## src/rtl/keypad_pkg.sv

```systemverilog
// keypad_pkg: shared types, constants and scan-classification helpers for the keypad scanner
package keypad_pkg;

    typedef enum logic [1:0] {
        S_IDLE,
        S_PRESS_WAIT,
        S_HELD,
        S_RELEASE_WAIT
    } kp_state_t;

    typedef enum logic [1:0] {
        NONE,
        SINGLE,
        MULTI
    } scan_res_t;

    localparam logic [3:0] COL_RESET = 4'b1110;

    // Ghosting shows up as two or more bits, so only the count matters here
    function automatic scan_res_t classify(input logic [15:0] v);
        logic [4:0] n;
        n = '0;
        for (int i = 0; i < 16; i++) n = n + 5'(v[i]);
        return (n == 5'd0) ? NONE : (n == 5'd1) ? SINGLE : MULTI;
    endfunction

    // Bit index doubles as the key code because bits are laid out {row, col}
    function automatic logic [3:0] key_of(input logic [15:0] v);
        logic [3:0] k;
        k = '0;
        for (int i = 15; i >= 0; i--) if (v[i]) k = 4'(i);
        return k;
    endfunction

endpackage

```

## src/rtl/keypad_if.sv

```systemverilog
// keypad_if: keypad pins plus the debounced key report towards the time-set logic
interface keypad_if;
    logic [3:0] row;
    logic [3:0] col;
    logic [3:0] key_code;
    logic       key_valid;
    logic       key_held;

    modport master (
        input  row,
        output col,
        output key_code,
        output key_valid,
        output key_held
    );

    modport slave (
        output row,
        input  col,
        input  key_code,
        input  key_valid,
        input  key_held
    );
endinterface

```

## src/rtl/keypad_sync.sv

```systemverilog
// keypad_sync: 2-flop synchronizer for the asynchronous row lines, idles at "no key"
module keypad_sync (
    input  logic       clk,
    input  logic       rst,
    input  logic [3:0] d,
    output logic [3:0] q
);
    logic [3:0] meta;

    // Two-stage capture; reset to all-ones so nothing looks pressed after reset
    always_ff @(posedge clk or negedge rst) begin
        if (!rst) begin
            meta <= 4'b1111;
            q    <= 4'b1111;
        end else begin
            meta <= d;
            q    <= meta;
        end
    end
endmodule

```

## src/rtl/keypad_scanner.sv

```systemverilog
// keypad_scanner: rotating column strobe, per-scan key classification and press/release debounce
module keypad_scanner
    import keypad_pkg::*;
#(
    parameter int SCAN_DIV       = 1024,
    parameter int DEBOUNCE_SCANS = 4
) (
    input  logic     clk,
    input  logic     rst,
    keypad_if.master kp
);
    localparam int SW = $clog2(SCAN_DIV);
    localparam int CW = $clog2(DEBOUNCE_SCANS + 1);

    logic [SW-1:0] slot;
    logic [1:0]    col_idx;
    logic [15:0]   acc;
    logic [15:0]   pressed;
    logic [3:0]    row_s;
    logic          slot_last;
    logic          scan_end;
    scan_res_t     res;
    logic [3:0]    key;
    logic          is_cand;
    logic          is_code;
    kp_state_t     state, state_n;
    logic [3:0]    cand, cand_n;
    logic [CW-1:0] cnt, cnt_n, cnt_inc;
    logic [3:0]    code_n;
    logic          valid_n;

    keypad_sync u_sync (
        .clk (clk),
        .rst (rst),
        .d   (kp.row),
        .q   (row_s)
    );

    assign slot_last = slot == SW'(SCAN_DIV - 1);
    assign scan_end  = slot_last && col_idx == 2'd3;
    assign res       = classify(pressed);
    assign key       = key_of(pressed);
    assign is_cand   = res == SINGLE && key == cand;
    assign is_code   = res == SINGLE && key == kp.key_code;
    assign cnt_inc   = cnt + CW'(1);
    assign kp.key_held = state == S_HELD || state == S_RELEASE_WAIT;

    // Merge the current column's sample so scan end sees all 16 keys in the same cycle
    always_comb begin
        pressed = acc;
        for (int r = 0; r < 4; r++) pressed[{r[1:0], col_idx}] = ~row_s[r];
    end

    // Slot timing, column rotation and row capture on the last cycle of each slot
    always_ff @(posedge clk or negedge rst) begin
        if (!rst) begin
            slot    <= '0;
            col_idx <= '0;
            kp.col  <= COL_RESET;
            acc     <= '0;
        end else begin
            slot <= slot_last ? '0 : slot + SW'(1);
            if (slot_last) begin
                col_idx <= col_idx + 2'd1;
                kp.col  <= {kp.col[2:0], kp.col[3]};
                acc     <= pressed;
            end
        end
    end

    // Debounce decisions, taken only once per full scan
    always_comb begin
        state_n = state;
        cand_n  = cand;
        cnt_n   = cnt;
        code_n  = kp.key_code;
        valid_n = 1'b0;
        if (scan_end) begin
            case (state)
                S_IDLE: begin
                    if (res == SINGLE) begin
                        state_n = S_PRESS_WAIT;
                        cand_n  = key;
                        cnt_n   = CW'(1);
                    end
                end
                S_PRESS_WAIT: begin
                    if (is_cand) begin
                        cnt_n = cnt_inc;
                        if (cnt_inc == CW'(DEBOUNCE_SCANS)) begin
                            state_n = S_HELD;
                            code_n  = cand;
                            valid_n = 1'b1;
                        end
                    end else if (res == SINGLE) begin
                        cand_n = key;
                        cnt_n  = CW'(1);
                    end else begin
                        state_n = S_IDLE;
                    end
                end
                S_HELD: begin
                    if (!is_code) begin
                        state_n = S_RELEASE_WAIT;
                        cnt_n   = CW'(1);
                    end
                end
                S_RELEASE_WAIT: begin
                    if (is_code) begin
                        state_n = S_HELD;
                    end else begin
                        cnt_n = cnt_inc;
                        if (cnt_inc == CW'(DEBOUNCE_SCANS)) state_n = S_IDLE;
                    end
                end
                default: state_n = S_IDLE;
            endcase
        end
    end

    // FSM state, debounce bookkeeping and the registered key report
    always_ff @(posedge clk or negedge rst) begin
        if (!rst) begin
            state        <= S_IDLE;
            cand         <= '0;
            cnt          <= '0;
            kp.key_code  <= '0;
            kp.key_valid <= 1'b0;
        end else begin
            state        <= state_n;
            cand         <= cand_n;
            cnt          <= cnt_n;
            kp.key_code  <= code_n;
            kp.key_valid <= valid_n;
        end
    end
endmodule

```

## src/flat_wrapper.sv

```systemverilog
// flat-port wrapper written by rule: the top's interface ports become plain ports
module keypad_scanner_flat import keypad_pkg::*;
#(
    parameter int SCAN_DIV       = 1024,
    parameter int DEBOUNCE_SCANS = 4
)
  (clk, rst, kp_row, kp_col, kp_key_code, kp_key_valid, kp_key_held);
  keypad_if kp_i ();
  input  logic clk;
  input  logic rst;
  input wire logic [$bits(kp_i.row)-1:0] kp_row;
  output wire logic [$bits(kp_i.col)-1:0] kp_col;
  output wire logic [$bits(kp_i.key_code)-1:0] kp_key_code;
  output wire logic [$bits(kp_i.key_valid)-1:0] kp_key_valid;
  output wire logic [$bits(kp_i.key_held)-1:0] kp_key_held;
  assign kp_i.row = kp_row;
  assign kp_col = kp_i.col;
  assign kp_key_code = kp_i.key_code;
  assign kp_key_valid = kp_i.key_valid;
  assign kp_key_held = kp_i.key_held;
  keypad_scanner #(.SCAN_DIV(SCAN_DIV), .DEBOUNCE_SCANS(DEBOUNCE_SCANS)) u_core (.clk(clk), .rst(rst), .kp(kp_i));
endmodule
```

## config.mk

```make
export PLATFORM = sky130hd
export DESIGN_NAME = keypad_scanner_flat
export DESIGN_NICKNAME = d
export VERILOG_FILES = /design/src/rtl/keypad_pkg.sv /design/src/rtl/keypad_if.sv /design/src/rtl/keypad_sync.sv /design/src/rtl/keypad_scanner.sv /design/src/flat_wrapper.sv
export SDC_FILE = /design/constraint.sdc
export NUM_CORES = 1
export LEC_CHECK = 0
export CORE_MARGIN = 4
export CORE_UTILIZATION = 50
export DETAILED_ROUTE_END_ITERATION = 6
export DONT_BUFFER_PORTS = 1
export PLACE_DENSITY = 0.68
export SLEW_MARGIN = 5
export SYNTH_ARGS = -nofsm -noshare
export SYNTH_HDL_FRONTEND = slang
export SYNTH_SLANG_ARGS = --single-unit
```

## constraint.sdc

```tcl
create_clock -name clk -period 5.9 [get_ports clk]
set_input_delay 0.885 -clock clk [delete_from_list [all_inputs] [get_ports clk]]
set_output_delay 0.885 -clock clk [all_outputs]
set_load 0.05 [all_outputs]
```

[Yosys cells after proc, flatten, opt, wreduce, memory -nomap -nowiden]
Cells that the tools add are included.
Cells by class
  magnitude comparators: 8
  div/mod/pow operators: 0
  shifts and indexed selects: 0
  reductions and logical operators: 15
  muxes and demuxes: 51
  add/sub/neg operators: 18
  equal/unequal tests: 17
  bitwise logic cells: 4
  multipliers: 0
Operator list (count)
  $mux W4: 18
  $add A5 B1 Y5: 14
  $bwmux W16: 4
  $mux W2: 9
  $mux W3: 4
  $pmux W3 S4: 1
  $add A10 B1 Y10 const B: 1
  $eq A10 B10 Y1 const B: 1
  $lt A4 B5 Y1 const B: 2
  $mux W10: 1
  $demux W1 S2: 4
  $eq A4 B4 Y1: 2
  $ge A4 B1 Y1 const B: 2
  $mux W1: 8
  $pmux W2 S4: 1
  $pmux W4 S2: 1
  $logic_and A1 B1 Y1: 7
  $eq A2 B2 Y1 const B: 3
  $ne A2 B2 Y1 const B: 3
  $ne A3 B2 Y1 const B: 2
  $reduce_and A3 Y1: 2
  $reduce_and A6 Y1: 1
  $eq A5 B1 Y1 const B: 1
  $logic_not A5 Y1: 1
  16 further kinds: 20
Storage, ports and cells
  output and inout port bits: 10
  bits in writable memories: 0
  register bits: 54
  memories: 0
  latch bits: 0
  bits of input ports: 6
  word-level logic and storage cells: 124
  memory bits (read-only): 0

[Longest topological paths before layout]
Gate-level depths: netlist of run 1.
  depth after elaboration: 31
  depth in mapped cells: 24
  mapped depth without buffers: 23

[Cells and area by module]
Synthesis of run 1 repeated with hierarchy kept, for this count alone.
Unflattened totals
  cells, all modules: 362
  area, all modules: 3497.1 sq um
By module, submodules not included
  keypad_scanner: instances 1, sequential area each 1154.9 sq um, area each 3286.9 sq um, cells an instance 354
  keypad_sync: instances 1, sequential area each 210.2 sq um, area each 210.2 sq um, cells an instance 8

[Worst setup path after synthesis of run 1]
No wires, ideal clock.
  kind: flip-flop to flip-flop
  from: register u_core.col_idx[0]
  to: register u_core.kp.key_code[0]
  arrival: 5906 ps
  slack: -131 ps
  setup time: 125 ps
  required time: 5775 ps
  path buffers: 2
  cell stages (with the launch flop): 24
  period minus slack after synthesis: 6031 ps
  path through: dfrtp_1 > inv_1 > ha_1 > buf_6 > nor2_1 > a21o_1 > inv_1 > ha_1 > inv_1 > fa_1 > inv_1 > fa_1 > fa_1 > inv_1 > fa_1 > fa_1 > inv_1 > fa_1 > or4_1 > a21oi_1 > nand2b_1 > or3_1 > buf_6 > mux2_4
Between the ends
  cells in the longest elaborated chain, start to end: 29
  elaborated cells on any way between the ends: 65
  classes of those cells: add/sub: 15; order compare: 8; eq/ne: 4; mux: 30; reduce/logical: 8
Ends and longest elaborated chain
  start: declaration: line keypad_scanner.sv:16  | logic [1:0] col_idx;
  start signal: assignment: line keypad_scanner.sv:64  | col_idx <= col_idx + 2'd1;
  $lt A2 B5 Y1 (not written as such) or $ge A2 B1 Y1 (tied branches): line keypad_scanner.sv:51  | for (int r = 0; r < 4; r++) pressed[{r[1:0], col_idx}] = ~row_s[r];
  $logic_and A1 B1 Y1 (not written as such): line keypad_scanner.sv:51
  $mux W1 (not written as such): line keypad_scanner.sv:51
  $demux W1 S2 *
  $bwmux W16 * (4 in a row): line keypad_scanner.sv:51
  net u_core.pressed[0]: line keypad_scanner.sv:18  | logic [15:0] pressed;
  $add A1 B1 Y2: line keypad_pkg.sv:23  | for (int i = 0; i < 16; i++) n = n + 5'(v[i]);
  $add A5 B1 Y5 (14 in a row): line keypad_pkg.sv:23
  $eq A5 B1 Y1: line keypad_pkg.sv:24  | return (n == 5'd0) ? NONE : (n == 5'd1) ? SINGLE : MULTI;
  $mux W2 (2 in a row): line keypad_pkg.sv:24
  $eq A2 B1 Y1: line keypad_scanner.sv:43  | assign is_cand = res == SINGLE && key == cand;
  $logic_and A1 B1 Y1 *: line keypad_scanner.sv:43
  $reduce_and A4 Y1 (no source line) *
  end signal: assignment: line keypad_scanner.sv:133  | kp.key_code <= code_n;
  end: declaration: line keypad_if.sv:12  | output key_code,
Mark *: on every way through the listed nets, which the timed path passes. The rest lies on a longest branch.
A chain may end at the register's enable or synchronous reset.

[Worst setup path in the final report of run 1]
  from: register u_core.col_idx[0]
  to: register u_core.kp.key_code[2]
Same word-level chain as after synthesis.

==> flow_summary.ini, run 1 <==
[synthesis]
yosys.area_share.simple = 0.172
ys_types = 55
synthAdderAreaFrac = 0.108
synth_top_family_by_area = simple AND/OR/NAND/NOR gates
synthMuxAreaShare = 0.0352
synth_edf_count = 0
synth.avg_cell_area_um2 = 9.71
yosys_warnings = 0
ys_seq_area_frac = 0.422
synthCells = 333
synth-xor-area-share = 0.0352
synth_compound_area_frac = 0.171
synth_seq_cells = 54
ys.flop_type = dfrtp_1
synthesis.area_um2 = 3230
synthArstFlopShare = 1.00
syn_nets = 361

[grt]
met3_usage = 0.0345
overflow = 0
grt_pass1_vias = 2407
met2_usage = 0.300
grt_pass1_wl_mm = 11.7
track_usage = 0.192
antenna_found_initial = 0
top_usage_layer = met2
grt_max_degree = 55
grt_use_met1 = 0.271

[die]
die_area_um2 = 7810
initial_core_util = 0.512
die_width_um = 88.4
num_io_pins = 16
core.rowCount = 29
die_y_um = 88.4
core_um2 = 6310

[finish]
seqCellArea_um2 = 1370
multi_input_area_um2 = 1790
drive_above_1_share = 0.230
syn_to_final_growth_pct = 13.9
antennaDiodeCount = 0
design_area_um2 = 3680
final_nets = 383
fillerInstances = 553

[power]
peakVddDrop_v = 0.000131
power_density_nw_per_um2 = 189
power_leakage_nw = 1.71

[setup_path]
cp.arrival_ns = 5.90
worstPathMaxFanout = 5
critPathLaunch = u_core.col_idx[0]
start_kind = flip-flop
crit_required_ns = 6.10
path_class = reg -> reg
r2r-start = u_core.col_idx[0]
end_kind = flip-flop

[clock_network]
clk_latency_ns = 0.31
cts_buffers = 5
clkTransAtPathRegs_ns = 0.10
cts.path.max_buffers = 2
numClockSinks = 54
cts_tree = done
h-tree-depth = 2
clockRootBuffer = clkbuf_8
cts_hold_buf = 0

[sta]
whs_ns = 0.257
finalClockSkew_ns = 0.00735
hold_viol_final = 0
slew_headroom = 0.302
finalSetupViolCount = 0
fmax_ghz = 0.175
finalCritPeriodShare = 0.967
slew_violations = 0
fin_crit_ns = 5.70
tightest_slew_ns = 1.04

[detailed_routing]
drc = 0
ant_nets = 0
vias = 2434
viasPerCell = 5.62
drt-total-wl_mm = 6.74
drt_pre_antenna_iters = 5
routedWlPerCell_um = 15.6
drt_iter0_drc = 207

[placement]
dpl_cell_area_um2 = 3420
routabilityCongestion = 0.875
dp_hpwl_mm = 4.91
portBuffers = 0

[run]
max-cap-violations = 0

[status]
status = finished, final reports clean

[min_path]
min_path_type = in -> async
==> per-stage QoR <==
stage	setup slack (ns)	setup TNS, ns	std cells	total power (W)	util
after floorplan	0.00331	0	333	0.000419	-
after CTS	0.000277	0	429	0.000698	0.567
after global routing	-0.0151	-0.0220	433	0.000728	0.583
final	0.197	0	433	0.000696	0.583
after detailed placement	-0.111	-0.728	419	0.000433	0.542
after global placement	-0.0187	-0.0187	419	0.000432	0.542
==> where the power goes <==
| part | internal [W] | total, W | switching, W |
|---|---|---|---|
| Clock | 0.000129 | 0.000256 | 0.000126 |
| Combinational | 0.0000294 | 0.0000618 | 0.0000325 |
| Sequential | 0.000375 | 0.000378 | 0.00000320 |
==> layout make-up <==
type | count | area share
Clock buffer | 5 | 0.0187
Clock inverter | 3 | 0.0133
Inverter | 33 | 0.0337
Multi-Input combinational cell | 236 | 0.486
Sequential cell | 54 | 0.371
Tap cell | 77 | 0.0262
Timing Repair Buffer | 25 | 0.0510
==> flip-flops by register name (all words and copies together) (netlist names) <==
register and flops:
u_core.cnt 3, u_core.u_sync.meta 4, u_core.u_sync.q 4, u_core.kp.key_code 4
u_core.slot 10, u_core.col_idx 2, u_core.kp.key_valid 1, u_core.state 2
u_core.acc 16, u_core.cand 4, u_core.kp.col 4
==> final timing paths <==
path | depth (start not counted) | slack (ns) | to
max in group asynchronous | 0 | 5.44 | u_core.u_sync.meta[1]
hold reg to reg | 0 | 0.35 | u_core.u_sync.q[3]
setup / recovery | 20 | 0.20 | u_core.kp.key_code[2]
hold / removal | 0 | 0.26 | u_core.cnt[1]
min in group clk | 0 | 0.35 | u_core.u_sync.q[3]
setup reg to reg | 20 | 0.20 | u_core.kp.key_code[2]
==> logic make-up (layout without fill, tap and decap cells) <==
family | count (synthesis) | after routing
simple gates | 114 | 114
fa+ha+maj | 22 | 22
compound gates | 78 | 78
xor+xnor | 13 | 13
flops | 54 | 54
mux | 9 | 9
buf+inv | 43 | 66
==> per-layer routing <==
| layer | part of all wire | wire length (µm) |
|---|---|---|
| met5 | 0 | 0 |
| met4 | 0.019 | 129 |
| met3 | 0.041 | 274 |
| met2 | 0.46 | 3080 |
| met1 | 0.48 | 3260 |
==> timing repair <==
item / in CTS / in global routing
gates resized for setup: 6 / 20
gates cloned: 0 / 0
buffers inserted: 2 / 4
hold endpoints to repair: 0 / 0
endpoints found under the setup margin: 11 / 13
pin swaps: 2 / 13
==> Yosys cell counts, drive strengths merged, types with 6 or more instances <==
master	count	share of area
a21boi	6	0.014
a21oi	7	0.011
clkbuf	6	0.0070
dfrtp	43	0.33
dfstp	11	0.089
fa	10	0.062
ha	12	0.046
inv	33	0.038
mux2	7	0.029
nand2	44	0.051
nand2b	16	0.031
nand3	11	0.019
nor2	21	0.026
o211a	6	0.019
o211ai	8	0.019
o21ai	27	0.043
xnor2	7	0.019
xor2	6	0.016
==> placed cells by master (no fill, tap or decap), types with 7 or more instances in the layout <==
cell type	instances
nand3_1	10
nand2_1	44
dfstp_2	11
o21ai_0	23
fa_1	9
inv_1	28
nand2b_1	15
buf_4	25
o211ai_1	8
xnor2_1	7
dfrtp_1	43
nor2_1	18
ha_1	9
==> critical path, cell delays in order, from the launching register on <==
cell	delay, ns
dfrtp_1	0.41
buf_4	0.15
ha_4	0.15
inv_1	0.10
o21ai_2	0.07
ha_1	0.28
inv_1	0.06
fa_1	0.51
inv_1	0.05
fa_1	0.46
fa_1	0.54
inv_2	0.05
fa_1	0.48
fa_2	0.34
inv_2	0.07
fa_1	0.42
or4_4	0.50
a21oi_4	0.17
nand2b_1	0.09
or3_4	0.38
mux2_4	0.32
Power figures use the tool's default switching activity.
==> run 2: changes to the inputs <==
--- a/config.mk
+++ b/config.mk
@@ -5,7 +5,6 @@
 export SDC_FILE = /design/constraint.sdc
 export NUM_CORES = 1
 export LEC_CHECK = 0
-export CORE_MARGIN = 4
 export CORE_UTILIZATION = 50
 export DETAILED_ROUTE_END_ITERATION = 6
 export DONT_BUFFER_PORTS = 1
==> flow_summary.ini, run 2 (same netlist as run 1, synthesis figures left out) <==
[die]
core_um2 = 6060
core.rowCount = 28
die_y_um = 82.4
num_io_pins = 16
die_area_um2 = 6790
initial_core_util = 0.533
die_width_um = 82.4

[setup_path]
r2r-end = u_core.cnt[2]
ff2ff_path_depth = 24
cp.arrival_ns = 5.99
end_kind = flip-flop
reg2reg_slack_ns = 0.12
crit_end = u_core.cnt[2]
start_kind = flip-flop
worstPathMaxFanout = 4
critPathLaunch = u_core.col_idx[1]
r2r-start = u_core.col_idx[1]
path_class = reg -> reg
crit_required_ns = 6.11

[clock_network]
cts.path.max_buffers = 2
cts_tree = done
cts_hold_buf = 0
clkTransAtPathRegs_ns = 0.09
h-tree-depth = 2
clk_latency_ns = 0.31
cts_buffers = 5
clockRootBuffer = clkbuf_8
numClockSinks = 54

[status]
status = finished, final reports clean

[detailed_routing]
viasPerCell = 5.71
drt_pre_antenna_iters = 5
drt-total-wl_mm = 7.18
vias = 2473
drt_iter0_drc = 199
routedWlPerCell_um = 16.6
ant_nets = 0
drc = 0

[grt]
grt_pass1_vias = 2308
antenna_found_initial = 0
grt_max_degree = 55
track_usage = 0.231
grt_pass1_wl_mm = 11.6
overflow = 0

[placement]
dpl_cell_area_um2 = 3420
dp_hpwl_mm = 5.10
portBuffers = 0
routabilityCongestion = 0.845

[power]
power_density_nw_per_um2 = 187
peakVddDrop_v = 0.000148
power_leakage_nw = 1.72

[sta]
whs_ns = 0.258
slew_violations = 0
finalSetupViolCount = 0
finalClockSkew_ns = 0.00998
fmax_ghz = 0.173
tightest_slew_ns = 0.717
finalCritPeriodShare = 0.979
slew_headroom = 0.522
hold_viol_final = 0
fin_crit_ns = 5.78

[run]
max-cap-violations = 0

[finish]
design_area_um2 = 3710
final_cell_mix = nand2_1, dfrtp_1, buf_4
syn_to_final_growth_pct = 14.8
final_nets = 385
reg_top3 = u_core.acc (16), u_core.slot (10)
layout.cells.most_common = nand2_1
largest_reg_flops = 16
largest-register = u_core.acc
drive_above_1_share = 0.249
antennaDiodeCount = 0

[min_path]
min_path_type = in -> async
## run 2: layer usage
layer	wire, µm	GRT usage	share of wire	vias up
met5	0	0	0	-
met3	266	0.0418	0.037	12
met4	106	0.0614	0.015	0
met1	3380	0.344	0.47	1214
li1	-	-	-	1192
met2	3430	0.345	0.48	55
## run 2: timing repair
action | 4_1_cts | 5_1_grt
buffers inserted | 2 | 6
gates resized for setup | 6 | 27
pin swaps | 1 | 15
endpoints found under the setup margin | 12 | 13
## run 2: critical path, stage by stage (launching register included)
cell and delay (ns):
dfrtp_1 0.37, inv_2 0.08, ha_4 0.18, nor2_2 0.08, a21o_1 0.14, inv_2 0.07, ha_4 0.26, inv_2 0.03
fa_1 0.51, inv_2 0.04, fa_1 0.47, fa_1 0.53, inv_2 0.04, fa_1 0.49, fa_2 0.35, inv_2 0.07
fa_1 0.42, or4_4 0.52, a21oi_4 0.17, nand2b_1 0.09, buf_4 0.14, o211ai_1 0.11, o21ai_2 0.14, o2bb2ai_2 0.14
a31o_2 0.21
## run 2: worst min path at each step
stage | endpoint | slack, ns | cells past startpoint
after floorplan | u_core.u_sync.q[0] | 0.35 | 0
after global placement | u_core.u_sync.q[0] | 0.35 | 0
after detailed placement | u_core.u_sync.q[2] | 0.35 | 0
after CTS | u_core.slot[7] | 0.25 | 0
after global routing | u_core.slot[7] | 0.23 | 0
final | u_core.slot[7] | 0.26 | 0
## run 2: cell type report
class	count	area [µm²]
Clock inverter	2	37.5
Fill cell	486	2350
Sequential cell	54	1370
Clock buffer	6	72.6
Timing Repair Buffer	27	203
Inverter	33	124
Tap cell	75	93.8
Multi-Input combinational cell	236	1820
## run 2: per-stage QoR
stage	utilization	setup TNS [ns]	setup WS [ns]	cells	total power (W)
3_3_place_gp	0.564	0	0.0237	417	0.000434
2_1_floorplan	-	0	0.00331	333	0.000419
6_report	0.612	0	0.122	433	0.000694
3_5_place_dp	0.564	-0.876	-0.120	417	0.000435
5_1_grt	0.612	-0.690	-0.117	433	0.000726
4_1_cts	0.588	-0.00133	-0.00133	427	0.000688
## run 2: power breakdown
part | leakage, nW | switching [W] | internal [W]
Combinational | 0.967 | 0.0000336 | 0.0000313
Clock | 0.0514 | 0.000123 | 0.000127
Sequential | 0.702 | 0.00000351 | 0.000375
==> run 3: changes to the inputs <==
--- a/config.mk
+++ b/config.mk
@@ -8,7 +8,7 @@
 export CORE_UTILIZATION = 50
 export DETAILED_ROUTE_END_ITERATION = 6
 export DONT_BUFFER_PORTS = 1
-export PLACE_DENSITY = 0.68
+export PLACE_DENSITY_LB_ADDON = 0.08
 export SLEW_MARGIN = 5
 export SYNTH_ARGS = -nofsm -noshare
 export SYNTH_HDL_FRONTEND = slang
==> flow_summary.ini, run 3 (same netlist as run 1, synthesis figures left out) <==
[status]
status = finished, final reports clean

[finish]
largest_reg_flops = 16
antennaDiodeCount = 0
reg_top3 = u_core.acc (16), u_core.slot (10)
drive_above_1_share = 0.268
fillerInstances = 517
layout.cells.most_common = nand2_1
syn_to_final_growth_pct = 16.8
largest-register = u_core.acc
final_nets = 393
design_area_um2 = 3770
final_cell_mix = nand2_1, dfrtp_1, buf_4

[setup_path]
crit_end = u_core.kp.key_code[2]
path_class = reg -> reg
end_kind = flip-flop
worstPathMaxFanout = 5
critPathLaunch = u_core.col_idx[0]
crit_required_ns = 6.10
cp.arrival_ns = 5.96
r2r-end = u_core.kp.key_code[2]
ff2ff_path_depth = 21
start_kind = flip-flop
reg2reg_slack_ns = 0.14
r2r-start = u_core.col_idx[0]

[placement]
dpl_cell_area_um2 = 3450
portBuffers = 0
dpl_worst_slack_ns = -0.131
dp_hpwl_mm = 5.21
routabilityCongestion = 0.907

[sta]
hold_viol_final = 0
setup_ws_ns = 0.142
finalSetupViolCount = 0
slew_violations = 0
fmax_ghz = 0.174
fin_crit_ns = 5.76
setup_tns_ns = 0
rsz0062_at_grt = yes
slew_headroom = 0.317
finalCritPeriodShare = 0.976
finalClockSkew_ns = 0.00720
tightest_slew_ns = 1.02

[run]
max-cap-violations = 0

[detailed_routing]
ant_nets = 0
routedWlPerCell_um = 16.0
drc = 0
drt-total-wl_mm = 7.04
vias = 2450
drt_iter0_drc = 138
drt_pre_antenna_iters = 4
viasPerCell = 5.56

[clock_network]
cts_tree = done
clockRootBuffer = clkbuf_8
cts_buffers = 5
clkTransAtPathRegs_ns = 0.10
h-tree-depth = 2
cts.path.max_buffers = 2
clk_latency_ns = 0.31
numClockSinks = 54

[grt]
antenna_found_initial = 0
grt_pass1_vias = 2372
grt_max_degree = 55
track_usage = 0.235
overflow = 0
grt_pass1_wl_mm = 11.8

[power]
peakVddDrop_v = 0.000104
power_w = 0.000694
power_leakage_nw = 1.76
power_density_nw_per_um2 = 184

[min_path]
min_path_type = in -> async

[die]
die_y_um = 82.4
die_area_um2 = 6790
initial_core_util = 0.533
core_um2 = 6060
num_io_pins = 16
die_width_um = 82.4
core.rowCount = 28
[run 3: per-layer routing]
metal  global-route usage  routed length [µm]  vias to the layer above
met5                    0                   0                        -
met3               0.0330                 193                        8
met1                0.332                3430                     1203
met4               0.0579                  77                        0
li1                     -                   -                     1205
met2                0.379                3340                       34
[run 3: power breakdown]
group	internal [W]	switching [W]	total, W	leakage, nW
clock network	0.000127	0.000125	0.000252	0.0585
registers	0.000375	0.00000292	0.000378	0.702
logic	0.0000319	0.0000321	0.0000639	0.995
[run 3: final cells by class]
type	instances	area (µm²)	share of cell area
repair buffers	35	263	0.0696
clock buffers	5	68.8	0.0182
clock inverters	3	43.8	0.0116
flip-flops and latches	54	1370	0.362
well taps	75	93.8	0.0249
inverters	33	124	0.0328
multi-input cells	236	1820	0.481
[run 3: how the worst min path moves through the flow]
stage                          start  slack (ns)  cells after the start            endpoint
2_1_floorplan  u_core.u_sync.meta[0]        0.35                      0  u_core.u_sync.q[0]
3_3_place_gp   u_core.u_sync.meta[1]        0.35                      0  u_core.u_sync.q[1]
3_5_place_dp   u_core.u_sync.meta[1]        0.35                      0  u_core.u_sync.q[1]
4_1_cts                          rst        0.25                      0      u_core.slot[4]
5_1_grt                          rst        0.23                      0      u_core.slot[3]
6_report                         rst        0.26                      0      u_core.slot[4]
[run 3: stage by stage]
stage	cells	hold slack (ns)	utilization
floorplan	333	0.345	-
global route	441	0.232	0.623
global placement	422	0.346	0.570
detailed placement	422	0.349	0.570
CTS	432	0.247	0.596
finish	441	0.256	0.623
[run 3: worst max-delay path, cell delays in order, from the launching register on]
cell,delay [ns]
dfrtp_1,0.40
inv_2,0.09
ha_4,0.18
nor2_2,0.07
a21o_1,0.12
inv_2,0.06
ha_4,0.26
inv_2,0.03
fa_1,0.52
inv_2,0.04
fa_1,0.47
fa_1,0.53
inv_2,0.04
fa_1,0.49
fa_2,0.35
inv_2,0.08
fa_1,0.42
or4_4,0.50
a21oi_4,0.17
nand2b_1,0.09
or3_4,0.43
mux2_4,0.31
[run 3: repair_timing]
action,CTS,global route
resized for setup,8,25
setup buffers,2,9
endpoints found under the setup margin,11,13
hold buffers,0,0
pin swaps,1,15
cloned,0,0
